===== src/rtl/byte_tx_pkg.sv =====
// Shared types and constants for the byte serial transmitter.
// Holds the FSM state encoding, the line levels and a counter width helper.
package byte_tx_pkg;

  typedef enum logic [2:0] {IDLE, START, DATA, PARITY, STOP} tx_state_e;

  localparam logic IDLE_LVL  = 1'b1;
  localparam logic START_LVL = 1'b0;

  // A counter must be at least one bit wide, even when it only ever holds 0.
  function automatic int cnt_width(input int n);
    return (n > 1) ? $clog2(n) : 1;
  endfunction

endpackage


===== src/rtl/baud_tick_gen.sv =====
// Bit-period tick generator: tick is high on every BAUD_DIV-th clk.
// restart zeroes the count so a new frame begins on a clean bit boundary.
module baud_tick_gen #(
  parameter int BAUD_DIV = 4
) (
  input  logic clk,
  input  logic rst,
  input  logic restart,
  output logic tick
);
  import byte_tx_pkg::*;

  localparam int            CW   = cnt_width(BAUD_DIV);
  localparam logic [CW-1:0] LAST = CW'(BAUD_DIV - 1);

  logic [CW-1:0] cnt_reg;

  always_ff @(posedge clk) begin
    if (rst || restart) begin
      cnt_reg <= '0;
    end else if (cnt_reg == LAST) begin
      cnt_reg <= '0;
    end else begin
      cnt_reg <= cnt_reg + 1'b1;
    end
  end

  assign tick = (cnt_reg == LAST);

endmodule


===== src/rtl/byte_serial_tx.sv =====
// UART-style byte transmitter: start bit, DW data bits LSB-first, stop bit(s).
// Define BYTE_TX_PARITY_EN to insert an even-parity bit between data and stop.
module byte_serial_tx #(
  parameter int DW        = 8,
  parameter int BAUD_DIV  = 4,
  parameter int STOP_BITS = 1
) (
  input  logic          clk,
  input  logic          rst,
  input  logic [DW-1:0] din,
  input  logic          din_valid,
  output logic          din_ready,
  output logic          sout,
  output logic          busy,
  output logic          done
);
  import byte_tx_pkg::*;

  localparam int            BW        = cnt_width(DW);
  localparam logic [BW-1:0] BIT_LAST  = BW'(DW - 1);
  localparam logic [BW-1:0] STOP_LAST = BW'(STOP_BITS - 1);

  tx_state_e     state_reg, state_next;
  logic [DW-1:0] shift_reg;
  logic [BW-1:0] bit_reg;
  logic          sout_reg;
  logic          tick;
  logic          accept;
`ifdef BYTE_TX_PARITY_EN
  logic          parity_reg;
`endif

  baud_tick_gen #(.BAUD_DIV(BAUD_DIV)) u_tick (
    .clk     (clk),
    .rst     (rst),
    .restart (accept),
    .tick    (tick)
  );

  // State register and datapath; sout changes on the same edge as the state.
  always_ff @(posedge clk) begin
    if (rst) begin
      state_reg <= IDLE;
      sout_reg  <= IDLE_LVL;
      bit_reg   <= '0;
      shift_reg <= '0;
`ifdef BYTE_TX_PARITY_EN
      parity_reg <= 1'b0;
`endif
    end else begin
      state_reg <= state_next;
      case (state_reg)
        IDLE: begin
          if (accept) begin
            shift_reg <= din;
            bit_reg   <= '0;
            sout_reg  <= START_LVL;
`ifdef BYTE_TX_PARITY_EN
            parity_reg <= ^din;
`endif
          end
        end
        START: begin
          if (tick) begin
            sout_reg  <= shift_reg[0];
            shift_reg <= shift_reg >> 1;
          end
        end
        DATA: begin
          if (tick) begin
            if (bit_reg == BIT_LAST) begin
`ifdef BYTE_TX_PARITY_EN
              sout_reg <= parity_reg;
`else
              sout_reg <= IDLE_LVL;
`endif
              bit_reg  <= '0;
            end else begin
              sout_reg  <= shift_reg[0];
              shift_reg <= shift_reg >> 1;
              bit_reg   <= bit_reg + 1'b1;
            end
          end
        end
        PARITY: begin
          if (tick) begin
            sout_reg <= IDLE_LVL;
          end
        end
        STOP: begin
          // bit_reg is reused to count stop-bit periods.
          if (tick) begin
            sout_reg <= IDLE_LVL;
            bit_reg  <= (bit_reg == STOP_LAST) ? '0 : bit_reg + 1'b1;
          end
        end
        default: begin
          sout_reg <= IDLE_LVL;
        end
      endcase
    end
  end

  always_comb begin
    state_next = state_reg;
    case (state_reg)
      IDLE:   if (accept) state_next = START;
      START:  if (tick) state_next = DATA;
      DATA: begin
        if (tick && (bit_reg == BIT_LAST)) begin
`ifdef BYTE_TX_PARITY_EN
          state_next = PARITY;
`else
          state_next = STOP;
`endif
        end
      end
      PARITY: if (tick) state_next = STOP;
      STOP:   if (tick && (bit_reg == STOP_LAST)) state_next = IDLE;
      default: state_next = IDLE;
    endcase
  end

  always_comb begin
    din_ready = (state_reg == IDLE) && !rst;
    accept    = din_valid && din_ready;
    busy      = (state_reg != IDLE);
    done      = (state_reg == STOP) && tick && (bit_reg == STOP_LAST) && !rst;
  end

  assign sout = sout_reg;

endmodule

===== config.mk =====
export PLATFORM = sky130hd
export DESIGN_NAME = byte_serial_tx
export DESIGN_NICKNAME = d
export VERILOG_FILES = /design/src/rtl/byte_tx_pkg.sv /design/src/rtl/baud_tick_gen.sv /design/src/rtl/byte_serial_tx.sv
export SDC_FILE = /design/constraint.sdc
export NUM_CORES = 1
export LEC_CHECK = 0
export BUFFER_PORTS_ARGS = -buffer_cell sky130_fd_sc_hd__buf_2
export CORE_UTILIZATION = 50
export CTS_CLUSTER_SIZE = 12
export DETAILED_ROUTE_END_ITERATION = 10
export PLACE_DENSITY = 0.74
export SYNTH_ARGS = -nofsm -noshare
export SYNTH_HDL_FRONTEND = slang
export SYNTH_SLANG_ARGS = --single-unit

===== constraint.sdc =====
create_clock -name clk -period 1.7 [get_ports clk]
set_input_delay 0.34 -clock clk [delete_from_list [all_inputs] [get_ports clk]]
set_output_delay 0.34 -clock clk [all_outputs]
set_load 0.03 [all_outputs]

==> results of run 1 <==
power groups by stage:
stage	combinational, mW	sequential [mW]	clock [mW]
floorplan	0.913	0.616	0
global placement	1.20	0.600	0
detailed placement	1.24	0.606	0
CTS	1.29	0.599	0.228
global route	1.54	0.622	0.245
finish	1.43	0.608	0.217
worst min-delay path by stage:
stage / cells after the start / slack, ns / end / startpoint
finish: 2 / 0.30 / u_tick.cnt_reg[0] / din_valid
global route: 2 / 0.30 / u_tick.cnt_reg[0] / din_valid
global placement: 1 / 0.42 / u_tick.cnt_reg[0] / u_tick.cnt_reg[0]
CTS: 2 / 0.29 / u_tick.cnt_reg[0] / din_valid
detailed placement: 1 / 0.45 / u_tick.cnt_reg[0] / u_tick.cnt_reg[0]
floorplan: 1 / 0.41 / u_tick.cnt_reg[0] / u_tick.cnt_reg[0]
repair_timing:
action | in CTS | in global routing
buffers inserted | 0 | 6
pin swaps | 0 | 7
gates cloned | 1 | 0
gates resized for setup | 12 | 13
endpoints found under the setup margin | 10 | 12
stage by stage:
step                hold WS, ns  instances
floorplan                 0.413        111
global placement          0.425        158
detailed placement        0.450        158
CTS                       0.292        163
global route              0.301        169
finish                    0.304        169
layout by cell type (no fill, tap or decap), types with 3 or more instances in the layout:
cell type | netlist | layout
mux2i_1 | 8 | 8
dfxtp_1 | 17 | 13
inv_2 | 0 | 3
nand2b_1 | 6 | 6
a21oi_1 | 13 | 12
buf_2 | 2 | 13
clkbuf_4 | 0 | 3
a211oi_1 | 6 | 6
buf_4 | 2 | 19
nor2_1 | 10 | 8
dfxtp_2 | 0 | 3
critical path, delay by kind of cell (launching register included):
family	cells	cell delay, ns
adders and majority gates	2	0.38
AOI/OAI and AO/OA	3	0.63
buffers and inverters	2	0.28
DFF	1	0.35
logic make-up after synthesis:
| group | share of synthesized area, % |
|---|---|
| compound gates | 27.8 |
| xor+xnor | 1.54 |
| fa+ha+maj | 4.73 |
| buf+inv | 5.92 |
| flops | 32.2 |
| mux | 8.64 |
| simple gates | 19.2 |
layout make-up:
class                   count  area (µm²)  share of cell area (%)
multi-input cells          82         719                    52.2
flip-flops and latches     17         348                    25.2
repair buffers             34         230                    16.7
well taps                  27        33.8                    2.45
clock buffers               3        22.5                    1.63
inverters                   5        18.8                    1.36
clock inverters             1        5.00                   0.363
layer usage:
metal | GRT usage, % | vias to the layer above | routed length, µm
li1 | - | 465 | -
met1 | 26.2 | 448 | 1050
met2 | 36.8 | 9 | 1180
met3 | 2.64 | 2 | 34
met4 | 11.1 | 0 | 14
met5 | 0 | - | 0
==> flow_metrics.py, run 1 <==
metrics = {
    "status": {
        "status": "complete, but fails checks",
        "violations": "setup timing",
    },
    "power": {
        "p_clk_share_pct": 9.6,
        "p_total_mw": 2.25,
        "irDropWorstVdd_v": 0.00105,
        "p_seq_share_pct": 27.0,
        "power_frac_comb_pct": 63.4,
        "power.leakage_nw": 0.557,
        "p_sw_mw": 0.926,
        "powerDensity_nw_per_um2": 1640,
        "internal_power_mw": 1.33,
        "netSwitchingFraction_pct": 41.1,
    },
    "hold_path": {
        "holdCritPathClass": "in -> reg",
    },
    "finish": {
        "largest_reg_flops": 8,
        "fillers": 147,
        "area_delta_synth_final_pct": 30.3,
        "antenna_cells": 0,
        "nets": 158,
        "final_cell_area_um2": 1380,
        "drive_gt1_share_pct": 47.2,
        "fin_util_pct": 69.5,
    },
    "clock_tree": {
        "clockBufferDepth": 2,
        "ctsHoldBuffers": 0,
        "cts_tree": "done",
        "h-tree-depth": 1,
        "worstSkewPairLatency_ns": 0.29,
        "path_clk_slew_ns": 0.10,
        "cts.sinks": 17,
        "root_buffer": "clkbuf_4",
        "cts_inserted_buffers": 3,
    },
    "logic_synthesis": {
        "yosys_warnings": 0,
        "synth-edff-count": 0,
        "synth_common_cells": "dfxtp_1 (17), a21oi_1 (13), nor2_1 (10), mux2i_1 (8)",
        "synthCells": 111,
        "yosys.area.top_type": "dfxtp_1",
        "synth.top_cell.area_share_pct": 32.2,
        "ys_types": 39,
        "synth_nets": 126,
        "synth.avg_cell_area_um2": 9.52,
        "synth_flop_cell": "dfxtp_1",
        "ys_ff_latch": 17,
        "async_flop_share_pct": 0,
        "ys_seq_area_share_pct": 32.2,
        "synth_area_leaders": "dfxtp_1 (32%), mux2i_1 (7.6%), a21oi_1 (6.2%), ha_1 (4.7%), a211oi_1 (4.3%)",
        "yosysMostFrequentCell": "dfxtp_1",
        "synth.cell_area_um2": 1060,
    },
    "global_route": {
        "grtUsageTotal_pct": 21.5,
        "overflow": 0,
        "grt_pass1_vias": 755,
        "grt_max_degree": 24,
        "grt_pass1_wl_um": 3380,
        "antenna_found_initial": 0,
    },
    "floorplanning": {
        "ioPinCount": 15,
        "fp.dieW_um": 48.0,
        "die_h_um": 48.0,
        "core_um2": 1980,
        "die-area_um2": 2300,
        "initial_core_util_pct": 53.3,
        "row_count": 16,
    },
    "placement": {
        "port-buffer-count": 14,
        "place_ws_ns": -0.00901,
        "hpwlAfterDp_um": 1580,
        "gp_congestion": 0.833,
        "placed_cell_area_um2": 1220,
    },
    "sta": {
        "tightest_slew_ns": 0.361,
        "slew_viol_final": 0,
        "slew-limit-headroom_pct": 75.3,
        "max_freq_mhz": 583,
        "setup_viol": 3,
        "final.period_utilization_pct": 101,
        "setup_slack_ns": -0.0164,
        "period_needed_ns": 1.72,
        "tns_ns": -0.0354,
        "hold_viol_final": 0,
        "rsz0062_at_grt": "yes",
        "finClkSkew_ns": 0.00196,
    },
    "worst_setup_path": {
        "rrSetupSlack_ns": -0.02,
        "crit_fanout": 3,
        "crit_slowest_cell": "dfxtp_2",
        "worstReg2RegEnd": "state_reg[1]",
        "r2r_start": "bit_reg[0]",
        "cp-endpoint": "state_reg[1]",
        "critPathCaptureType": "flop",
        "critPathLaunchType": "flop",
        "cp.required_ns": 1.90,
        "critPathMaxStageDelay_ns": 0.35,
        "ff2ff_path_depth": 7,
        "worstSetupPathType": "reg -> reg",
        "startpoint": "bit_reg[0]",
        "path_cells": "ha_1 > ha_1 > buf_4 > o22a_1 > o21a_2 > buf_4 > o31ai_1",
        "arrival_ns": 1.92,
    },
    "routing": {
        "drtIter0Drc": 15,
        "wire_per_inst_um": 13.5,
        "routed_via_density": 5.47,
        "dr.pass1.iters": 4,
        "drc_errors": 0,
        "vias": 924,
        "wl_um": 2280,
        "ant_nets": 0,
    },
    "flow_run": {
        "cap_violations": 0,
    },
}
Power figures use the tool's default switching activity.
==> inputs of run 2 (changes only) <==
--- a/config.mk
+++ b/config.mk
@@ -10,6 +10,7 @@
 export CTS_CLUSTER_SIZE = 12
 export DETAILED_ROUTE_END_ITERATION = 10
 export PLACE_DENSITY = 0.74
+export RECOVER_POWER = 100
 export SYNTH_ARGS = -nofsm -noshare
 export SYNTH_HDL_FRONTEND = slang
 export SYNTH_SLANG_ARGS = --single-unit
==> constraint.sdc (replaced) <==
create_clock -name clk -period 1.4 [get_ports clk]
set_input_delay 0.28 -clock clk [delete_from_list [all_inputs] [get_ports clk]]
set_output_delay 0.28 -clock clk [all_outputs]
set_load 0.03 [all_outputs]
==> flow_metrics.py, run 2 (synthesis results as in run 1) <==
metrics = {
    "sta": {
        "max_freq_mhz": 599,
        "setup_slack_ns": -0.269,
        "rsz0062_at_grt": "yes",
        "period_needed_ns": 1.67,
        "setup_viol": 18,
        "tightest_slew_ns": 0.338,
        "whs_ns": 0.293,
        "finClkSkew_ns": 0.00389,
        "final.period_utilization_pct": 119,
        "slew-limit-headroom_pct": 76.9,
        "slew_viol_final": 0,
        "hold_viol_final": 0,
    },
    "power": {
        "p_sw_mw": 1.40,
        "netSwitchingFraction_pct": 42.1,
        "p_seq_share_pct": 23.1,
        "irDropWorstVdd_v": 0.00147,
        "internal_power_mw": 1.93,
        "p_total_mw": 3.33,
        "power_frac_comb_pct": 68.9,
        "p_clk_share_pct": 8.0,
        "power.leakage_nw": 0.686,
        "powerDensity_nw_per_um2": 1960,
    },
    "global_route": {
        "grtUsageTotal_pct": 28.1,
        "antenna_found_initial": 0,
        "grt_pass1_vias": 972,
        "grt_pass1_wl_um": 4410,
        "overflow": 0,
        "grt_max_degree": 23,
    },
    "worst_setup_path": {
        "critPathCaptureType": "flop",
        "critPathLaunchType": "flop",
        "crit_slowest_cell": "or3b_4",
        "cp-endpoint": "bit_reg[2]",
        "crit_buf_inv": 0,
        "crit_fanout": 4,
        "rrSetupSlack_ns": -0.27,
        "ff2ff_path_depth": 4,
        "path_cells": "or3b_4 > a221oi_4 > nand4b_1 > a21oi_1",
        "worstReg2RegEnd": "bit_reg[2]",
        "critical_path_depth": 4,
        "crit_family": "simple AND/OR/NAND/NOR gates",
        "r2r_start": "state_reg[2]",
        "worstSetupPathType": "reg -> reg",
        "cp.required_ns": 1.60,
        "critPathMaxStageDelay_ns": 0.41,
        "startpoint": "state_reg[2]",
        "arrival_ns": 1.87,
    },
    "finish": {
        "layout_commonest_cell": "buf_4",
        "antenna_cells": 0,
        "nets": 178,
        "drive_gt1_share_pct": 64.2,
        "final_cell_mix": "buf_4 (30), buf_6 (12), dfxtp_1 (10), buf_2 (10), mux2i_1 (8)",
        "area_delta_synth_final_pct": 60.6,
        "largest_reg_flops": 8,
    },
    "clock_tree": {
        "h-tree-depth": 1,
        "root_buffer": "clkbuf_4",
        "path_clk_slew_ns": 0.11,
        "cts.sinks": 17,
        "clockBufferDepth": 2,
        "cts_inserted_buffers": 3,
        "cts_tree": "done",
        "worstSkewPairLatency_ns": 0.29,
    },
    "floorplanning": {
        "row_count": 16,
        "core_um2": 1980,
        "fp.dieW_um": 48.0,
        "die_h_um": 48.0,
        "initial_core_util_pct": 53.3,
        "die-area_um2": 2300,
        "ioPinCount": 15,
    },
    "hold_path": {
        "min_path_cells": 3,
        "holdCritPathClass": "in -> reg",
    },
    "routing": {
        "drc_errors": 0,
        "dr.pass1.iters": 4,
        "routed_via_density": 5.70,
        "wl_um": 3310,
        "wire_per_inst_um": 17.5,
        "drtIter0Drc": 16,
        "ant_nets": 0,
        "vias": 1077,
    },
    "status": {
        "status": "complete, but fails checks",
        "violations": "setup timing",
    },
    "placement": {
        "hpwlAfterDp_um": 1770,
        "port-buffer-count": 14,
        "place_ws_ns": -0.234,
        "gp_congestion": 0.789,
    },
    "flow_run": {
        "cap_violations": 0,
    },
}
[run 2: cell count changes in the layout (fill, tap and decap cells not counted), moves of 2 or more]
cell | previous run | this run
buf_4 | 19 | 30
buf_6 | 2 | 12
a21oi_1 | 12 | 6
a21oi_2 | 1 | 7
a211oi_1 | 6 | 3
buf_2 | 13 | 10
dfxtp_1 | 13 | 10
dfxtp_4 | 1 | 4
a211oi_2 | 2 | 4
ha_1 | 2 | 0
ha_4 | 2 | 4
[run 2: power by group through the flow]
stage	logic [mW]	clock network [mW]	registers, mW
2_1_floorplan	1.19	0	0.751
3_3_place_gp	1.62	0	0.739
3_5_place_dp	1.68	0	0.750
4_1_cts	2.13	0.279	0.761
5_1_grt	2.43	0.307	0.789
6_report	2.30	0.268	0.769
[run 2: metal layers]
metal  GRT usage (%)  part of all wire [%]  up-vias
met2            56.5                    54       30
met1            30.2                    40      534
met4            5.00                   3.0        0
met5               0                     0        -
met3            4.91                   3.0        8
li1                -                     -      505
[run 2: layout make-up]
type	count	area, µm²
multi-input cells	82	827
repair buffers	54	429
flip-flops and latches	17	359
fillers	108	284
well taps	27	33.8
clock buffers	3	22.5
inverters	5	21.3
clock inverters	1	5.00
[run 2: what timing repair did]
action,4_1_cts,5_1_grt
endpoints found under the setup margin,18,20
hold endpoints to repair,0,0
pin swaps,20,8
setup buffers,6,7
hold buffers,0,0
gates cloned,1,0
resized for setup,52,4
[run 2: per-stage QoR]
| stage | cells | utilization [%] | instance area, µm² | setup TNS, ns |
|---|---|---|---|---|
| 3_3_place_gp | 171 | 69.6 | 1380 | -2.67 |
| 4_1_cts | 182 | 82.7 | 1640 | -2.95 |
| 5_1_grt | 189 | 85.7 | 1700 | -4.77 |
| 2_1_floorplan | 111 | - | 1130 | -1.43 |
| 3_5_place_dp | 171 | 69.6 | 1380 | -3.16 |
| 6_report | 189 | 85.7 | 1700 | -3.69 |
[run 2: worst register-to-register path, stage by stage, from the launching register on]
cell      delay, ns
dfxtp_2        0.35
or3b_4         0.41
a221oi_4       0.34
nand4b_1       0.21
a21oi_1        0.26
[run 2: how the worst min path moves through the flow]
stage / slack [ns] / to / from
6_report: 0.29 / shift_reg[7] / din[7]
5_1_grt: 0.29 / shift_reg[7] / din[7]
4_1_cts: 0.26 / shift_reg[7] / din[7]
3_5_place_dp: 0.46 / u_tick.cnt_reg[0] / u_tick.cnt_reg[0]
3_3_place_gp: 0.42 / u_tick.cnt_reg[0] / u_tick.cnt_reg[0]
2_1_floorplan: 0.39 / u_tick.cnt_reg[1] / din_valid
==> inputs of run 3 (changes only) <==
--- a/config.mk
+++ b/config.mk
@@ -6,6 +6,7 @@
 export NUM_CORES = 1
 export LEC_CHECK = 0
 export BUFFER_PORTS_ARGS = -buffer_cell sky130_fd_sc_hd__buf_2
+export CORE_ASPECT_RATIO = 0.9
 export CORE_UTILIZATION = 50
 export CTS_CLUSTER_SIZE = 12
 export DETAILED_ROUTE_END_ITERATION = 10
==> flow_metrics.py, run 3 (synthesis results as in run 1) <==
metrics = {
    "floorplanning": {
        "core_um2": 1950,
        "ioPinCount": 15,
        "die-area_um2": 2300,
        "initial_core_util_pct": 54.2,
        "die_h_um": 45.6,
        "row_count": 15,
        "fp.dieW_um": 50.5,
    },
    "global_route": {
        "antenna_found_initial": 0,
        "grt_pass1_vias": 927,
        "grt_pass1_wl_um": 4390,
        "grtUsageTotal_pct": 26.2,
        "grt_max_degree": 24,
        "overflow": 0,
    },
    "sta": {
        "period_needed_ns": 1.73,
        "slew_viol_final": 0,
        "rsz0062_at_grt": "yes",
        "hold_viol_final": 0,
        "tightest_slew_ns": 0.321,
        "setup_slack_ns": -0.329,
        "slew-limit-headroom_pct": 78.0,
        "final.period_utilization_pct": 124,
        "setup_viol": 18,
        "finClkSkew_ns": 0.00101,
        "max_freq_mhz": 578,
        "tns_ns": -3.23,
    },
    "finish": {
        "final_cell_mix": "buf_4 (24), dfxtp_1 (12), buf_2 (12)",
        "drive_gt1_share_pct": 58.9,
        "layout_commonest_cell": "buf_4",
        "area_delta_synth_final_pct": 47.3,
        "nets": 167,
        "final_cell_area_um2": 1560,
        "antenna_cells": 0,
        "largest_reg_flops": 8,
        "final_cell_count_no_fill": 176,
        "fin_util_pct": 79.8,
    },
    "routing": {
        "wl_um": 2920,
        "wire_per_inst_um": 16.6,
        "drc_errors": 0,
        "drtIter0Drc": 22,
        "ant_nets": 0,
        "dr.pass1.iters": 4,
        "vias": 1035,
        "routed_via_density": 5.88,
    },
    "worst_setup_path": {
        "cp.required_ns": 1.12,
        "crit_fanout": 3,
        "worstSetupPathType": "reg -> out",
        "arrival_ns": 1.45,
        "critPathLaunchType": "flop",
        "critPathCaptureType": "primary output",
    },
    "status": {
        "status": "complete, but fails checks",
        "violations": "setup timing",
    },
    "hold_path": {
        "holdCritPathClass": "in -> reg",
    },
    "power": {
        "power.leakage_nw": 0.623,
        "irDropWorstVdd_v": 0.00136,
        "p_total_mw": 3.00,
        "powerDensity_nw_per_um2": 1930,
    },
    "placement": {
        "placed_cells": 161,
        "placed_cell_area_um2": 1320,
        "hpwlAfterDp_um": 1760,
        "port-buffer-count": 14,
        "gp_congestion": 0.805,
    },
    "clock_tree": {
        "path_clk_slew_ns": 0.10,
        "cts.sinks": 17,
        "h-tree-depth": 1,
        "ctsHoldBuffers": 0,
        "cts_tree": "done",
        "cts_inserted_buffers": 3,
        "worstSkewPairLatency_ns": 0.29,
        "clockBufferDepth": 2,
        "root_buffer": "clkbuf_4",
    },
    "flow_run": {
        "cap_violations": 0,
    },
}
## run 3: final timing paths
path,slack (ns),endpoint,depth (start not counted),startpoint
max,-0.33,done,6,bit_reg[0]
max reg2reg,-0.26,state_reg[2],7,bit_reg[0]
min,0.28,shift_reg[7],3,din[7]
min reg2reg,0.46,u_tick.cnt_reg[0],1,u_tick.cnt_reg[0]
## run 3: per-stage QoR
step / hold slack, ns / setup slack (ns)
floorplan: 0.393 / -0.164
global placement: 0.425 / -0.193
detailed placement: 0.442 / -0.293
CTS: 0.268 / -0.276
global route: 0.312 / -0.381
finish: 0.283 / -0.329
## run 3: layout make-up
class	count	area (µm²)
multi-input cells	82	806
fillers	123	394
flip-flops and latches	17	354
repair buffers	43	315
well taps	25	31.3
inverters	5	23.8
clock buffers	3	22.5
clock inverters	1	5.00
## run 3: worst max-delay path: stages (launching register included)
cell and delay (ns):
dfxtp_4 0.38, inv_4 0.06, ha_4 0.12, nor2b_4 0.15, nand3_2 0.10, nor3_4 0.18
buf_6 0.15
## run 3: timing repair
item                       in CTS  in global routing
setup endpoints to repair      19                 18
pin swaps                      12                 11
gates resized for setup        30                 14
cloned                          1                  1
buffers inserted                7                  3
## run 3: where the power goes
group	leakage (nW)	total (mW)	switching, mW	internal, mW
sequential	0.143	0.750	0.105	0.644
combinational	0.463	1.99	1.03	0.960
clock	0.0177	0.267	0.161	0.106
## run 3: layer usage
layer,GRT usage [%],wire length [µm]
met1,30.3,1260
met2,48.8,1490
met3,6.67,128
met4,6.67,38
met5,0,0
